<file path="src/rtl/mem_pkg.sv">
// rtl/mem_pkg.sv - shared widths and sequencer state encoding for the memory stream reader
package mem_pkg;

  localparam int ADDR_W_DEF = 8;
  localparam int DATA_W_DEF = 8;

  typedef enum logic [1:0] {
    IDLE  = 2'd0,
    RUN   = 2'd1,
    DRAIN = 2'd2
  } state_t;

endpackage

</file>
<file path="src/rtl/mem_stream_reader_if.sv">
// rtl/mem_stream_reader_if.sv - RAM read port plus valid/ready byte stream bundle
interface mem_stream_reader_if
  import mem_pkg::*;
#(
  parameter int ADDR_W = ADDR_W_DEF,
  parameter int DATA_W = DATA_W_DEF
);

  logic              o_r_en;
  logic [ADDR_W-1:0] o_r_addr;
  logic [DATA_W-1:0] i_r_data;
  logic [DATA_W-1:0] o_data;
  logic              o_valid;
  logic              i_ready;
  logic              o_last;

  modport master (
    output o_r_en, o_r_addr, o_data, o_valid, o_last,
    input  i_r_data, i_ready
  );

  modport slave (
    input  o_r_en, o_r_addr, o_data, o_valid, o_last,
    output i_r_data, i_ready
  );

endinterface

</file>
<file path="src/rtl/stream_fifo2.sv">
// rtl/stream_fifo2.sv - two-entry FIFO that registers returning RAM bytes with their last flag
module stream_fifo2 #(
  parameter int W = 9
) (
  input  logic         i_clk,
  input  logic         i_rst,
  input  logic         push,
  input  logic [W-1:0] din,
  input  logic         pop,
  output logic [W-1:0] dout,
  output logic         full,
  output logic         empty
);

  logic [W-1:0] mem [2];
  logic         wr_ptr;
  logic         rd_ptr;
  logic [1:0]   count;

  // Storage, pointers and fill count; simultaneous push and pop leave count unchanged.
  always_ff @(posedge i_clk or posedge i_rst) begin
    if (i_rst) begin
      mem[0] <= '0;
      mem[1] <= '0;
      wr_ptr <= 1'b0;
      rd_ptr <= 1'b0;
      count  <= 2'd0;
    end else begin
      if (push) begin
        mem[wr_ptr] <= din;
        wr_ptr      <= ~wr_ptr;
      end
      if (pop) begin
        rd_ptr <= ~rd_ptr;
      end
      count <= count + {1'b0, push} - {1'b0, pop};
    end
  end

  assign dout  = mem[rd_ptr];
  assign full  = (count == 2'd2);
  assign empty = (count == 2'd0);

endmodule

</file>
<file path="src/rtl/mem_stream_reader.sv">
// rtl/mem_stream_reader.sv - sweeps RAM addresses 0..LAST_ADDR and streams each byte out
module mem_stream_reader
  import mem_pkg::*;
#(
  parameter int ADDR_W    = ADDR_W_DEF,
  parameter int DATA_W    = DATA_W_DEF,
  parameter int LAST_ADDR = 15
) (
  input  logic                i_clk,
  input  logic                i_rst,
  input  logic                i_start,
  output logic                o_busy,
  output logic                o_done,
  mem_stream_reader_if.master bus
);

  localparam logic [ADDR_W-1:0] LAST_PTR = ADDR_W'(LAST_ADDR);

  state_t            state;
  logic [ADDR_W-1:0] ptr;
  logic              inflight;
  logic              inflight_last;
  logic              issue;
  logic              push;
  logic              pop;
  logic              fifo_full;
  logic              fifo_empty;
  logic [1:0]        occ;
  logic [DATA_W:0]   head;

  assign occ  = fifo_full ? 2'd2 : (fifo_empty ? 2'd0 : 2'd1);
  assign pop  = !fifo_empty && bus.i_ready;
  assign push = inflight && !fifo_full;

  // A read is issued only if the buffer can still hold its byte once it lands:
  // occupancy + in-flight - pop <= 1, rearranged to avoid unsigned underflow.
  assign issue = (state == RUN) &&
                 (({1'b0, occ} + {2'b00, inflight}) <= (3'd1 + {2'b00, pop}));

  // Sweep sequencer: issue pointer, read-latency tracking flags and the done pulse.
  always_ff @(posedge i_clk or posedge i_rst) begin
    if (i_rst) begin
      state         <= IDLE;
      ptr           <= '0;
      inflight      <= 1'b0;
      inflight_last <= 1'b0;
      o_done        <= 1'b0;
    end else begin
      o_done        <= 1'b0;
      inflight      <= issue;
      inflight_last <= issue && (ptr == LAST_PTR);
      case (state)
        IDLE: begin
          if (i_start && !o_done) begin
            state <= RUN;
            ptr   <= '0;
          end
        end
        RUN: begin
          if (issue) begin
            if (ptr == LAST_PTR) state <= DRAIN;
            else                 ptr   <= ptr + 1'b1;
          end
        end
        DRAIN: begin
          if (pop && head[DATA_W]) begin
            state  <= IDLE;
            o_done <= 1'b1;
          end
        end
        default: state <= IDLE;
      endcase
    end
  end

  stream_fifo2 #(.W(DATA_W + 1)) u_fifo (
    .i_clk (i_clk),
    .i_rst (i_rst),
    .push  (push),
    .din   ({inflight_last, bus.i_r_data}),
    .pop   (pop),
    .dout  (head),
    .full  (fifo_full),
    .empty (fifo_empty)
  );

  assign o_busy       = (state != IDLE);
  assign bus.o_r_en   = issue;
  assign bus.o_r_addr = ptr;
  assign bus.o_valid  = !fifo_empty;
  assign bus.o_data   = head[DATA_W-1:0];
  assign bus.o_last   = head[DATA_W] && !fifo_empty;

endmodule

</file>
<file path="src/flat_wrapper.sv">
// flat-port wrapper written by rule: the top's interface ports become plain ports
module mem_stream_reader_flat import mem_pkg::*;
#(
  parameter int ADDR_W    = ADDR_W_DEF,
  parameter int DATA_W    = DATA_W_DEF,
  parameter int LAST_ADDR = 15
)
  (i_clk, i_rst, i_start, o_busy, o_done, bus_o_r_en, bus_o_r_addr, bus_o_data, bus_o_valid, bus_o_last, bus_i_r_data, bus_i_ready);
  mem_stream_reader_if #(.ADDR_W(ADDR_W), .DATA_W(DATA_W)) bus_i ();
  input  logic i_clk;
  input  logic i_rst;
  input  logic i_start;
  output logic o_busy;
  output logic o_done;
  output wire logic [$bits(bus_i.o_r_en)-1:0] bus_o_r_en;
  output wire logic [$bits(bus_i.o_r_addr)-1:0] bus_o_r_addr;
  output wire logic [$bits(bus_i.o_data)-1:0] bus_o_data;
  output wire logic [$bits(bus_i.o_valid)-1:0] bus_o_valid;
  output wire logic [$bits(bus_i.o_last)-1:0] bus_o_last;
  input wire logic [$bits(bus_i.i_r_data)-1:0] bus_i_r_data;
  input wire logic [$bits(bus_i.i_ready)-1:0] bus_i_ready;
  assign bus_o_r_en = bus_i.o_r_en;
  assign bus_o_r_addr = bus_i.o_r_addr;
  assign bus_o_data = bus_i.o_data;
  assign bus_o_valid = bus_i.o_valid;
  assign bus_o_last = bus_i.o_last;
  assign bus_i.i_r_data = bus_i_r_data;
  assign bus_i.i_ready = bus_i_ready;
  mem_stream_reader #(.ADDR_W(ADDR_W), .DATA_W(DATA_W), .LAST_ADDR(LAST_ADDR)) u_core (.i_clk(i_clk), .i_rst(i_rst), .i_start(i_start), .o_busy(o_busy), .o_done(o_done), .bus(bus_i));
endmodule
</file>
<file path="config.mk">
export PLATFORM = sky130hd
export DESIGN_NAME = mem_stream_reader_flat
export DESIGN_NICKNAME = d
export VERILOG_FILES = /design/src/rtl/mem_pkg.sv /design/src/rtl/mem_stream_reader_if.sv /design/src/rtl/stream_fifo2.sv /design/src/rtl/mem_stream_reader.sv /design/src/flat_wrapper.sv
export SDC_FILE = /design/constraint.sdc
export NUM_CORES = 1
export LEC_CHECK = 0
export CELL_PAD_IN_SITES_DETAIL_PLACEMENT = 2
export CELL_PAD_IN_SITES_GLOBAL_PLACEMENT = 2
export CORE_UTILIZATION = 25
export CTS_CLUSTER_DIAMETER = 50
export CTS_CLUSTER_SIZE = 14
export DETAILED_ROUTE_END_ITERATION = 6
export DONT_BUFFER_PORTS = 1
export PLACE_DENSITY_LB_ADDON = 0.3
export SYNTH_ARGS = -nofsm -noshare
export SYNTH_HDL_FRONTEND = slang
export SYNTH_SLANG_ARGS = --single-unit
</file>
<file path="constraint.sdc">
create_clock -name i_clk -period 2.7 [get_ports i_clk]
set_input_delay 0.27 -clock i_clk [delete_from_list [all_inputs] [get_ports i_clk]]
set_output_delay 0.27 -clock i_clk [all_outputs]
set_load 0.005 [all_outputs]
</file>
### Word-level counts from Yosys, hierarchy flattened

Cells that the tools add are included.

| word-level totals | value |
|---|---|
| bits of input ports | 12 |
| word-level logic and storage cells | 68 |
| output and inout port bits | 21 |
| bits in registers | 35 |

| operators by class | value |
|---|---|
| muxes and demuxes | 19 |
| $lt $le $gt $ge | 4 |
| add/sub/neg operators | 5 |
| eq/ne operators | 9 |
| reduce and logical (&&, ||, !) cells | 17 |
| bitwise gates (word level) | 4 |

Operators with widths:

| cell | count |
|---|---|
| $mux W9 | 4 |
| $mux W8 | 3 |
| $bwmux W18 | 1 |
| $pmux W8 S2 | 1 |
| $mux W2 | 5 |
| $demux W9 S1 | 1 |
| $add A8 B1 Y8 const B | 1 |
| $eq A8 B4 Y1 const B | 1 |
| $logic_and A1 B1 Y1 | 8 |
| $reduce_and A4 Y1 | 2 |
| $ne A2 B1 Y1 const B | 3 |
| $pmux W2 S3 | 1 |
| $eq A2 B2 Y1 const B | 2 |
| $ge A2 B2 Y1 const B | 2 |
| $logic_not A2 Y1 | 2 |
| $ne A2 B2 Y1 const B | 2 |
| $not A1 Y2 | 2 |
| $reduce_bool A2 Y1 | 2 |
| $add A2 B1 Y3 | 1 |
| $le A3 B3 Y1 | 1 |
| $logic_not A1 Y1 | 3 |
| $mux W1 | 3 |
| $add A1 B1 Y2 const A | 1 |
| $add A2 B1 Y2 | 1 |
| other kinds (4) | 5 |

### Logic depth before layout (Yosys ltp)

| logic depth | value |
|---|---|
| depth after elaboration | 8 |
| gate-level depth with buffers | 9 |
| gate-level depth less buffers | 9 |

### Cells and area by module

A second synthesis with hierarchy kept.

| second synthesis, totals | value |
|---|---|
| cells, all modules | 148 |
| area, all modules | 1795.5 um^2 |

By module, submodules not included:

| module | cells an instance | instances | area an instance (um^2) |
|---|---|---|---|
| stream_fifo2 | 64 | 1 | 998.5 |
| mem_stream_reader | 84 | 1 | 797.0 |

### Worst setup path before layout

OpenSTA, ideal clock, no wires.

| path | value |
|---|---|
| path type | flip-flop to output port |
| from | register u_core.u_fifo.count[0] |
| to | output bus_o_r_en |
| arrival time | 1741 ps |
| path slack | 689 ps |
| buffers on the path | 0 |
| stages on the path, launching flop included | 9 |
| cell sequence | dfrtp_1 > nor2_1 > inv_1 > nand2_1 > ha_1 > nor2b_1 > o21ai_0 > a21boi_2 > and2_1 |

| on the way | value |
|---|---|
| word-level cells in the longest chain between the ends | 6 |
| elaborated cells between the ends (all ways) | 10 |
| those cells by class | add/sub: 2; order compare: 1; eq/ne: 1; mux: 2; reduce/logical: 4 |

Ends and longest elaborated chain:

| item | RTL line | RTL |
|---|---|---|
| from (decl) | stream_fifo2.sv:18 | `logic [1:0] count;` |
| from (signal assigned) | stream_fifo2.sv:36 | `count <= count + {1'b0, push} - {1'b0, pop};` |
| $logic_not A2 Y1 | stream_fifo2.sv:42 | `assign empty = (count == 2'd0);` |
| $logic_not A1 Y1 | n/a |  |
| net bus_o_valid | flat_wrapper.sv:18 | `output wire logic [$bits(bus_i.o_valid)-1:0] bus_o_valid;` |
| $logic_and A1 B1 Y1 | mem_stream_reader.sv:32 | `assign pop = !fifo_empty && bus.i_ready;` |
| $add A1 B1 Y2 | mem_stream_reader.sv:38 | `(({1'b0, occ} + {2'b00, inflight}) <= (3'd1 + {2'b00, pop}));` |
| $le A3 B3 Y1 | mem_stream_reader.sv:38 |  |
| $logic_and A1 B1 Y1 | mem_stream_reader.sv:37 | `assign issue = (state == RUN) &&` |
| to (decl) | flat_wrapper.sv:15 | `output wire logic [$bits(bus_i.o_r_en)-1:0] bus_o_r_en;` |

The timed path passes the listed nets, and every way through them passes these cells.

### Worst setup path in the final report

Ends and elaborated chain as after synthesis.

==> impl_metrics.csv <==
group,metric,value,unit
sta,rsz0062_at_grt,"no",
critical_path,cp_slowest_stage_delay,0.44,ns
logic_synthesis,syn_nets,173,
clocking,cts_tree,"yes",
power_and_ir_drop,irDropWorstVdd,0.000217,V
route,drt-wirelength-per-cell,16.8,um
critical_path,start_kind,"register",
final_layout,nets,179,
route,ant_nets,0,
power_and_ir_drop,total_leakage_power,0.000860,uW
sta,setup_tns,0,ns
sta,finalSetupViolations,0,
logic_synthesis,ys.warnings.count,0,
sta,relSlewSlack,62.3,%
floorplanning,core,0.00676,mm2
critical_path,critPathRequiredTime,2.43,ns
status,outcome,"finished clean",
sta,hold_violations,0,
clocking,cts_buffer_depth,2,
power_and_ir_drop,power_density,789,mW/mm2
critical_path,crit_chain,"nor2_1 -> inv_1 -> nand2_1 -> ha_1 -> nor2b_1 -> o21ai_0 -> a21boi_4 -> and2_1",
sta,post-route-period-util,90.9,%
logic_synthesis,ys_ff_latch,35,
sta,holdWs,0.132,ns
floorplanning,io_pins,33,
sta,worstMarginPinSlew,0.565,ns
sta,finClkSkew,0.00711,ns
clocking,htree_levels,2,
floorplanning,start_util,25.9,%
route,num_vias,1196,
global_routing,grt_overflow,0,
placement,detailed_place_hpwl,3110,um
sta,timing.fmax,0.408,GHz
clocking,ctsRootBufferMaster,"clkbuf_8",
logic_synthesis,synth.cell_area,0.00175,mm2
clocking,clock_latency,0.28,ns
floorplanning,die_x,85.6,um
critical_path,cp_top_family,"simple AND/OR/NAND/NOR gates",
route,drt-initial-drc-count,21,
route,via_per_inst,4.94,
logic_synthesis,synth_sequential_area_ratio,50.1,%
critical_path,critical_path_class,"reg2out",
route,postRouteWirelength,4070,um
critical_path,slowest_stage,"dfrtp_1",
logic_synthesis,yosysUniqueCellTypes,33,
route,drc_errors,0,
final_layout,n_fill_cell,738,
final_layout,drive_gt1_share,25.9,%
clocking,clk_pin_slew,0.07,ns
final_layout,areaGrowthSynthToFinish,14.4,%
sta,maxSlewViolCount,0,
clocking,numCtsBuffers,5,
logic_synthesis,syn_avg_cell_area,11.3,um2
logic_synthesis,syn_inst,155,
placement,numPortBuffers,0,
floorplanning,row_count,30,
min_path,hp-class,"in2reg",
global_routing,grt_pass1_vias,1314,
final_layout,antennaDiodeCount,0,
placement,gp_congestion,0.713,
critical_path,crit_buf_inv,1,
floorplanning,die-area,0.00732,mm2
critical_path,end_kind,"output port",
global_routing,grt_pass1_wl,6620,um
sta,min_period,2.45,ns
global_routing,grt_antenna_before_repair,0,
clocking,clock-sinks,35,
floorplanning,die_y,85.6,um
critical_path,critPathMaxFanout,6,
job,max_cap_viol_count,0,
global_routing,grt_start_max_net_pins,36,
route,firstDrtPassIters,4,
critical_path,crit_arrival,2.18,ns
global_routing,gr-usage-all-layers,11.7,%
[cells in the mapped netlist]
cell type,count,area (um2)
nor4_1,1,6.26
buf_2,2,10.0
o21a_1,2,15.0
or3_1,4,25.0
or2_2,1,6.26
clkbuf_1,2,7.51
nand4b_1,1,8.76
o211ai_2,1,12.5
xnor2_1,3,26.3
nand4_1,2,12.5
nor2b_1,3,18.8
mux2_2,26,293
nand2b_1,3,18.8
o211ai_4,1,21.3
a21boi_2,1,11.3
nand2_1,13,48.8
a21oi_1,6,30.0
buf_4,1,7.51
nor2_2,1,6.26
nand3_1,7,35.0
and2_1,2,12.5
a311oi_1,1,8.76
nor2_1,6,22.5
inv_1,8,30.0
and3_1,3,18.8
nor3_1,2,10.0
ha_1,6,75.1
o211ai_1,1,7.51
mux2i_1,2,20.0
o21ai_0,6,30.0
o22ai_1,1,6.26
dfrtp_1,35,876
a32oi_1,1,8.76
[layout by cell type (no fill, tap or decap), types with 4 or more instances in the layout]
cell type  instances
inv_1              8
nand3_1            7
a21oi_1            6
o21ai_0            6
mux2_2            26
nor2_1             6
ha_1               6
clkbuf_8           5
nand2_1           13
or3_1              4
dfrtp_1           35
[area by class of cell]
type / count / area, um2 / area share, %
repair buffers: 4 / 32.5 / 1.63
clock buffers: 5 / 68.8 / 3.44
well taps: 80 / 100 / 5.01
multi-input cells: 107 / 823 / 41.2
inverters: 8 / 30.0 / 1.50
clock inverters: 3 / 67.6 / 3.38
flip-flops and latches: 35 / 876 / 43.8
[power breakdown]
group	total, uW	leakage, uW	internal [uW]	switching [uW]
clock network	561	0.0000644	368	192
registers	622	0.000440	561	61.2
logic	394	0.000356	201	194
total	1580	0.000860	1130	447
[metrics by stage]
| step | utilization (%) | setup slack, ns | std cells | power, uW | instance area, um2 |
|---|---|---|---|---|---|
| final | 29.6 | 0.247 | 242 | 1580 | 2000 |
| after global routing | 29.6 | 0.0760 | 242 | 1660 | 2000 |
| after CTS | 29.2 | 0.0119 | 240 | 1540 | 1980 |
| after detailed placement | 27.1 | 0.347 | 231 | 962 | 1830 |
| after global placement | 27.1 | 0.464 | 231 | 933 | 1830 |
| after floorplan | - | 0.689 | 155 | 878 | 1750 |
[cells by family after synthesis]
family,share of synthesized area [%]
muxes,17.9
DFF,50.1
and+or+nand+nor,14.3
AOI/OAI and AO/OA,8.67
xor gates and xnor gates,1.50
adders and majority gates,4.30
buffers and inverters,3.15
[registers in the layout (all words and copies together), names as in the netlist]
name,flops
u_core.u_fifo.count,2
u_core.bus.o_r_addr,8
u_core.u_fifo.wr_ptr,1
u_core.state,2
u_core.u_fifo.rd_ptr,1
u_core.u_fifo.mem,18
u_core.inflight_last,1
u_core.o_done,1
u_core.inflight,1
[timing repair]
| action | 4_1_cts | 5_1_grt |
|---|---|---|
| resized for setup | 0 | 1 |
| setup endpoints to repair | 0 | 1 |
| hold endpoints to repair | 4 | 0 |
| hold buffers | 1 | 0 |
| setup buffers | 0 | 2 |
[per-layer routing]
metal  up-vias  GRT usage (%)  routed length [um]
met1       614           13.1                1610
li1        554              -                   -
met3         4           3.18                 189
met2        24           21.8                2240
met4         0           3.18                  32
met5         -              0                   0
[worst paths after layout]
kind | start | end | slack (ns) | cells after the start
worst max-delay path | u_core.u_fifo.count[0] | bus_o_r_en | 0.25 | 8
worst max register to register | u_core.u_fifo.count[0] | u_core.bus.o_r_addr[5] | 0.42 | 9
min in group asynchronous | i_rst | u_core.u_fifo.mem[9] | 0.53 | 3
max in group asynchronous | i_rst | u_core.u_fifo.mem[4] | 1.85 | 3
worst min-delay path | bus_i_r_data[3] | u_core.u_fifo.mem[12] | 0.13 | 1
worst min register to register | u_core.u_fifo.mem[5] | u_core.u_fifo.mem[5] | 0.50 | 1
Note: power is estimated with default switching activity, not from simulation.
